$ cat config.mk
export PLATFORM = sky130hd
export DESIGN_NAME = hazard_ctrl_flat
export DESIGN_NICKNAME = d
export VERILOG_FILES = /design/src/rtl/hazard_ctrl_if.sv /design/src/rtl/hazard_ctrl.sv /design/src/flat_wrapper.sv
export SDC_FILE = /design/constraint.sdc
export NUM_CORES = 1
export LEC_CHECK = 0
export CELL_PAD_IN_SITES_DETAIL_PLACEMENT = 0
export CELL_PAD_IN_SITES_GLOBAL_PLACEMENT = 1
export CORE_MARGIN = 8
export CORE_UTILIZATION = 27
export CTS_BUF_LIST = sky130_fd_sc_hd__clkbuf_16
export DETAILED_ROUTE_END_ITERATION = 8
export PLACE_DENSITY_LB_ADDON = 0.1
export SLEW_MARGIN = 5
export SYNTH_ARGS = -nofsm -noshare
export SYNTH_HDL_FRONTEND = slang
export SYNTH_SLANG_ARGS = --single-unit
export TNS_END_PERCENT = 1
$ cat constraint.sdc
create_clock -name clk -period 2.2 [get_ports clk]
set_input_delay 0.44 -clock clk [delete_from_list [all_inputs] [get_ports clk]]
set_output_delay 0.44 -clock clk [all_outputs]
set_load 0.05 [all_outputs]
$ cat src/rtl/hazard_ctrl_if.sv
// Pipeline-register side signals seen by the hazard controller.
// master = pipeline datapath, slave = hazard_ctrl.
interface hazard_ctrl_if #(
  parameter int REG_AW = 5,
  parameter int CNT_W  = 16
);
  logic [REG_AW-1:0] IF_ID_Rs, IF_ID_Rt;
  logic [REG_AW-1:0] ID_EX_Rs, ID_EX_Rt, ID_EX_Rd;
  logic              ID_EX_memRd;
  logic [REG_AW-1:0] EX_MEM_Rd, MEM_WB_Rd;
  logic              EX_MEM_regWen, MEM_WB_regWen;
  logic              branchTaken;
  logic [4:0]        stall;
  logic              nop;
  logic              flushIF;
  logic [1:0]        fwdA, fwdB;
  logic [CNT_W-1:0]  hazCount;

  modport master (
    output IF_ID_Rs, IF_ID_Rt, ID_EX_Rs, ID_EX_Rt, ID_EX_Rd, ID_EX_memRd,
           EX_MEM_Rd, MEM_WB_Rd, EX_MEM_regWen, MEM_WB_regWen, branchTaken,
    input  stall, nop, flushIF, fwdA, fwdB, hazCount
  );

  modport slave (
    input  IF_ID_Rs, IF_ID_Rt, ID_EX_Rs, ID_EX_Rt, ID_EX_Rd, ID_EX_memRd,
           EX_MEM_Rd, MEM_WB_Rd, EX_MEM_regWen, MEM_WB_regWen, branchTaken,
    output stall, nop, flushIF, fwdA, fwdB, hazCount
  );
endinterface

$ cat src/rtl/hazard_ctrl.sv
// 5-stage MIPS hazard controller: forwarding selects, load-use stall sequencer,
// branch squash, saturating stall counter. HAZ_FWD_EN enables forwarding + FSM.

// Per-operand producer match and forward select.
module hazard_fwd_lane #(
  parameter int REG_AW = 5
) (
  input  logic [REG_AW-1:0] src,
  input  logic [REG_AW-1:0] ex_mem_rd,
  input  logic              ex_mem_wen,
  input  logic [REG_AW-1:0] mem_wb_rd,
  input  logic              mem_wb_wen,
  output logic              hit_mem,
  output logic              hit_wb,
  output logic [1:0]        fwd
);
  assign hit_mem = ex_mem_wen && (ex_mem_rd != '0) && (ex_mem_rd == src);
  assign hit_wb  = mem_wb_wen && (mem_wb_rd != '0) && (mem_wb_rd == src);
  // EX/MEM holds the younger result, so it wins
  assign fwd     = hit_mem ? 2'b10 : (hit_wb ? 2'b01 : 2'b00);
endmodule

module hazard_ctrl #(
  parameter int REG_AW   = 5,
  parameter int LOAD_LAT = 1,
  parameter int CNT_W    = 16
) (
  input  logic          clk,
  input  logic          Rst,
  hazard_ctrl_if.slave  hif
);
  localparam int NUM_SRC = 2;

  logic [NUM_SRC-1:0][REG_AW-1:0] src;
  logic [NUM_SRC-1:0]             hit_mem, hit_wb;
  logic [NUM_SRC-1:0][1:0]        fwd;

  assign src[0] = hif.ID_EX_Rs;
  assign src[1] = hif.ID_EX_Rt;

  genvar g;
  generate
    for (g = 0; g < NUM_SRC; g++) begin : g_lane
      hazard_fwd_lane #(.REG_AW(REG_AW)) u_lane (
        .src        (src[g]),
        .ex_mem_rd  (hif.EX_MEM_Rd),
        .ex_mem_wen (hif.EX_MEM_regWen),
        .mem_wb_rd  (hif.MEM_WB_Rd),
        .mem_wb_wen (hif.MEM_WB_regWen),
        .hit_mem    (hit_mem[g]),
        .hit_wb     (hit_wb[g]),
        .fwd        (fwd[g])
      );
    end
  endgenerate

  logic [4:0] stall_c;
  logic       nop_c, flush_c;
  logic [1:0] fwda_c, fwdb_c;

`ifdef HAZ_FWD_EN
  typedef enum logic {IDLE, LDSTALL} state_t;
  localparam logic [3:0] CNT_INIT = (LOAD_LAT > 1) ? 4'(LOAD_LAT - 2) : 4'd0;

  state_t     state, state_n;
  logic [3:0] cnt, cnt_n;
  logic       load_use;

  assign load_use = hif.ID_EX_memRd && (hif.ID_EX_Rd != '0) &&
                    ((hif.ID_EX_Rd == hif.IF_ID_Rs) || (hif.ID_EX_Rd == hif.IF_ID_Rt));

  always_ff @(posedge clk or negedge Rst) begin
    if (!Rst) begin
      state <= IDLE;
      cnt   <= '0;
    end else begin
      state <= state_n;
      cnt   <= cnt_n;
    end
  end

  always_comb begin
    state_n = state;
    cnt_n   = cnt;
    stall_c = 5'b00000;
    nop_c   = 1'b0;
    flush_c = 1'b0;
    fwda_c  = fwd[0];
    fwdb_c  = fwd[1];
    if (hif.branchTaken) begin
      // wrong-path squash overrides any pending load-use stall
      flush_c = 1'b1;
      nop_c   = 1'b1;
      state_n = IDLE;
      cnt_n   = '0;
    end else begin
      case (state)
        IDLE: begin
          if (load_use) begin
            stall_c = 5'b00011;
            nop_c   = 1'b1;
            if (LOAD_LAT > 1) begin
              state_n = LDSTALL;
              cnt_n   = CNT_INIT;
            end
          end
        end
        LDSTALL: begin
          stall_c = 5'b00011;
          nop_c   = 1'b1;
          if (cnt == 4'd0) state_n = IDLE;
          else             cnt_n   = cnt - 4'd1;
        end
        default: state_n = IDLE;
      endcase
    end
  end
`else
  logic unused_ld;
  assign unused_ld = ^{hif.ID_EX_memRd, hif.ID_EX_Rd, hif.IF_ID_Rs, hif.IF_ID_Rt, fwd};

  // without forwarding, any in-flight producer of an EX operand stalls the front end
  always_comb begin
    stall_c = 5'b00000;
    nop_c   = 1'b0;
    flush_c = 1'b0;
    fwda_c  = 2'b00;
    fwdb_c  = 2'b00;
    if (hif.branchTaken) begin
      flush_c = 1'b1;
      nop_c   = 1'b1;
    end else if (|{hit_mem, hit_wb}) begin
      stall_c = 5'b00111;
      nop_c   = 1'b1;
    end
  end
`endif

  // outputs are held quiet while reset is asserted
  assign hif.stall   = Rst ? stall_c : 5'b00000;
  assign hif.nop     = Rst & nop_c;
  assign hif.flushIF = Rst & flush_c;
  assign hif.fwdA    = Rst ? fwda_c : 2'b00;
  assign hif.fwdB    = Rst ? fwdb_c : 2'b00;

  logic [CNT_W-1:0] haz_cnt;

  always_ff @(posedge clk or negedge Rst) begin
    if (!Rst)                            haz_cnt <= '0;
    else if (hif.stall[0] && !(&haz_cnt)) haz_cnt <= haz_cnt + 1'b1;
  end

  assign hif.hazCount = haz_cnt;
endmodule

$ cat src/flat_wrapper.sv
// flat-port wrapper written by rule: the top's interface ports become plain ports
module hazard_ctrl_flat 
#(
  parameter int REG_AW   = 5,
  parameter int LOAD_LAT = 1,
  parameter int CNT_W    = 16
)
  (clk, Rst, hif_IF_ID_Rs, hif_IF_ID_Rt, hif_ID_EX_Rs, hif_ID_EX_Rt, hif_ID_EX_Rd, hif_ID_EX_memRd, hif_EX_MEM_Rd, hif_MEM_WB_Rd, hif_EX_MEM_regWen, hif_MEM_WB_regWen, hif_branchTaken, hif_stall, hif_nop, hif_flushIF, hif_fwdA, hif_fwdB, hif_hazCount);
  hazard_ctrl_if #(.REG_AW(REG_AW), .CNT_W(CNT_W)) hif_i ();
  input  logic clk;
  input  logic Rst;
  input wire logic [$bits(hif_i.IF_ID_Rs)-1:0] hif_IF_ID_Rs;
  input wire logic [$bits(hif_i.IF_ID_Rt)-1:0] hif_IF_ID_Rt;
  input wire logic [$bits(hif_i.ID_EX_Rs)-1:0] hif_ID_EX_Rs;
  input wire logic [$bits(hif_i.ID_EX_Rt)-1:0] hif_ID_EX_Rt;
  input wire logic [$bits(hif_i.ID_EX_Rd)-1:0] hif_ID_EX_Rd;
  input wire logic [$bits(hif_i.ID_EX_memRd)-1:0] hif_ID_EX_memRd;
  input wire logic [$bits(hif_i.EX_MEM_Rd)-1:0] hif_EX_MEM_Rd;
  input wire logic [$bits(hif_i.MEM_WB_Rd)-1:0] hif_MEM_WB_Rd;
  input wire logic [$bits(hif_i.EX_MEM_regWen)-1:0] hif_EX_MEM_regWen;
  input wire logic [$bits(hif_i.MEM_WB_regWen)-1:0] hif_MEM_WB_regWen;
  input wire logic [$bits(hif_i.branchTaken)-1:0] hif_branchTaken;
  output wire logic [$bits(hif_i.stall)-1:0] hif_stall;
  output wire logic [$bits(hif_i.nop)-1:0] hif_nop;
  output wire logic [$bits(hif_i.flushIF)-1:0] hif_flushIF;
  output wire logic [$bits(hif_i.fwdA)-1:0] hif_fwdA;
  output wire logic [$bits(hif_i.fwdB)-1:0] hif_fwdB;
  output wire logic [$bits(hif_i.hazCount)-1:0] hif_hazCount;
  assign hif_i.IF_ID_Rs = hif_IF_ID_Rs;
  assign hif_i.IF_ID_Rt = hif_IF_ID_Rt;
  assign hif_i.ID_EX_Rs = hif_ID_EX_Rs;
  assign hif_i.ID_EX_Rt = hif_ID_EX_Rt;
  assign hif_i.ID_EX_Rd = hif_ID_EX_Rd;
  assign hif_i.ID_EX_memRd = hif_ID_EX_memRd;
  assign hif_i.EX_MEM_Rd = hif_EX_MEM_Rd;
  assign hif_i.MEM_WB_Rd = hif_MEM_WB_Rd;
  assign hif_i.EX_MEM_regWen = hif_EX_MEM_regWen;
  assign hif_i.MEM_WB_regWen = hif_MEM_WB_regWen;
  assign hif_i.branchTaken = hif_branchTaken;
  assign hif_stall = hif_i.stall;
  assign hif_nop = hif_i.nop;
  assign hif_flushIF = hif_i.flushIF;
  assign hif_fwdA = hif_i.fwdA;
  assign hif_fwdB = hif_i.fwdB;
  assign hif_hazCount = hif_i.hazCount;
  hazard_ctrl #(.REG_AW(REG_AW), .LOAD_LAT(LOAD_LAT), .CNT_W(CNT_W)) u_core (.clk(clk), .Rst(Rst), .hif(hif_i));
endmodule
==> results.tsv <==
metric	value	unit
status	completed	
finalCritPeriodShare	0.988	
synth_xor_area_frac	0.247	
clkSlewWorstSetupHoldPaths	0.05	ns
via_per_inst	4.50	
crit_top_cell	buf_12	
rsz0062_at_grt	yes	
yosysTopAreaCell	dfrtp_1	
slew_headroom	0.646	
hp-class	reg2reg	
met3WireLength	250	um
max_cap_violations	0	
fin_crit	2.17	ns
area_growth	57.6	%
ctsHoldBuffers	0	
post-synth-top-count-cell	xor2_1	
synth.cell_area	1210	sq um
pre_cts_ws	-0.373	ns
antenna_left	0	
cp.arrival	1.73	ns
wl_per_cell	14.8	um
cts_tree	built	
vdd_drop_max	0.657	mV
synthAdderAreaFrac	0.0104	
critical_path_class	in2out	
hold_viol	0	
finish.utilization	0.440	
start_util	0.279	
setup_slack	0.0274	ns
fin_nets	220	
slowest_delay	0.53	ns
slew_violations	0	
ys_ff_latch	16	
p_per_area	507	nW/um^2
tightest_slew	0.529	ns
synthFlopType	dfrtp_1	
top_layer	met4	
clock-root-buffer	clkbuf_16	
total_power	0.000963	W
cp_max_fo	4	
num_vias	1026	
hold_slack	0.496	ns
grt_pass1_vias	1086	
place_area	1810	sq um
cp-start-kind	primary input	
hpwl	2.72	mm
diodes	0	
power_leakage	0.795	nW
finalSetupViolCount	0	
clockBufferDepth	2	
wl	3.38	mm
grt_max_degree	19	
yosysSeqAreaShare	0.332	
yosys.area_share.simple	0.249	
io_pins	68	
grt_usage	0.0995	
final.setup_skew	0.00633	ns
worstSetupEndpointType	output pin	
firstDrtPassIters	4	
clock_latency	0.24	ns
drive_above_1_share	0.330	
netlist_top_cells_area	dfrtp_1 33%, xor2_1 15%, xnor2_1 10%, buf_4 5.0%, nand3_2 3.3%	
synth_area_per_cell	10.1	sq um
grt_antenna_before_repair	0	
slowest_stage	or4_4	
final_area	1900	sq um
cts.sinks	16	
ys_types	33	
drt_drc_violations_left	0	
required	1.76	ns
die_h	82.8	um
synth_common_cells	20 x xor2_1, 16 x dfrtp_1, 14 x xnor2_1, 8 x buf_4, 8 x nor2_1	
route.met2.wl	1.49	mm
synthArstFlopShare	1.00	
globalplace.congestion	0.749	
path_cells	buf_6, or4_4, o21ai_4, or2_4, o32ai_4, buf_12, buf_12	
met1Wirelength	1.62	mm
synthMuxAreaShare	0.0218	
synth_top_family_by_area	simple AND/OR/NAND/NOR gates	
critical-path-top-delay-family	simple AND/OR/NAND/NOR gates	
design.die.area	6860	sq um
cp_num_buf_inv	3	
htreeDepth	1	
yosysWarnings	0	
synthCells	119	
largest_reg_flops	16	
grt_pass1_wl	5.79	mm
port_buffers	45	
clock.fmax	460	MHz
core	4320	sq um
drtIter0Drc	23	
std_cell_rows	24	
die_w	82.8	um
synth-edff-count	0	
gr-total-overflow	0	
synth-compound-area-share	0.0685	
cts_buffers	3	
synth_top_area_share	0.332	
-- area by class of cell --
class	instances	area [sq um]
Timing Repair Buffer	59	566
Clock buffer	3	75.1
Fill cell	431	2420
Sequential cell	16	400
Multi-Input combinational cell	98	795
Tap cell	52	65.1
-- worst paths after layout --
kind	endpoint	start	cells after the start	slack [ns]
worst min-delay path	u_core.hif.hazCount[7]$_DFFE_PN0P_	u_core.hif.hazCount[7]$_DFFE_PN0P_	1	0.50
worst min register to register	u_core.hif.hazCount[7]$_DFFE_PN0P_	u_core.hif.hazCount[7]$_DFFE_PN0P_	1	0.50
min in group asynchronous	u_core.hif.hazCount[15]$_DFFE_PN0P_	Rst	2	0.64
max in group asynchronous	u_core.hif.hazCount[1]$_DFFE_PN0P_	Rst	2	1.36
worst max-delay path	hif_stall[0]	hif_MEM_WB_Rd[2]	7	0.03
worst max register to register	u_core.hif.hazCount[1]$_DFFE_PN0P_	u_core.hif.hazCount[4]$_DFFE_PN0P_	6	0.26
-- metal layers --
| layer | track usage | vias to the layer above |
|---|---|---|
| met4 | 0.0192 | 0 |
| met5 | 0 | - |
| met3 | 0.0410 | 2 |
| met1 | 0.133 | 480 |
| li1 | - | 513 |
| met2 | 0.146 | 31 |
-- stage by stage --
stage | cells | setup TNS [ns]
global placement | 225 | -6.24
floorplan | 124 | 0
finish | 228 | 0
CTS | 228 | -0.0255
detailed placement | 225 | -6.43
global route | 228 | -0.0992
-- what timing repair did --
action	CTS	global route
setup endpoints to repair	18	6
endpoints found under the hold margin	0	0
pin swaps	13	9
buffers inserted	1	0
resized for setup	57	19
-- where the power goes --
group / internal [W] / switching, W / leakage, nW
sequential: 0.000310 / 0.0000178 / 0.221
combinational: 0.000119 / 0.000170 / 0.536
clock: 0.000238 / 0.000108 / 0.0370
-- worst reg2reg max path, stage by stage, from the launching register on --
cell and delay [ns]:
dfrtp_1 0.41, and3_1 0.20, and2_1 0.19, nand3_2 0.14, or3_4 0.46, nand2_2 0.12
mux2_1 0.31
-- cell families (layout without fill, tap and decap cells) --
kind of cell,after synthesis,after routing
XOR/XNOR,34,34
flip-flops,16,16
other,1,6
multiplexers,2,2
adder cells (fa/ha/maj),1,1
AND/OR/NAND/NOR,48,48
buffers and inverters,10,62
AO/OA/AOI/OAI,7,7
-- cells in the final DEF, fill, tap and decap left out, types with 3 or more instances in the layout --
cell type,instances
and3_1,5
buf_12,5
buf_2,4
buf_4,12
buf_6,6
clkbuf_16,3
clkbuf_2,6
clkdlybuf4s15_1,4
clkdlybuf4s50_1,20
conb_1,6
dfrtp_1,16
nand2_1,3
nand3_1,7
nand3_2,4
nand4_1,6
nor2_1,8
nor3_2,3
xnor2_1,14
xor2_1,19
Power figures use the tool's default switching activity.
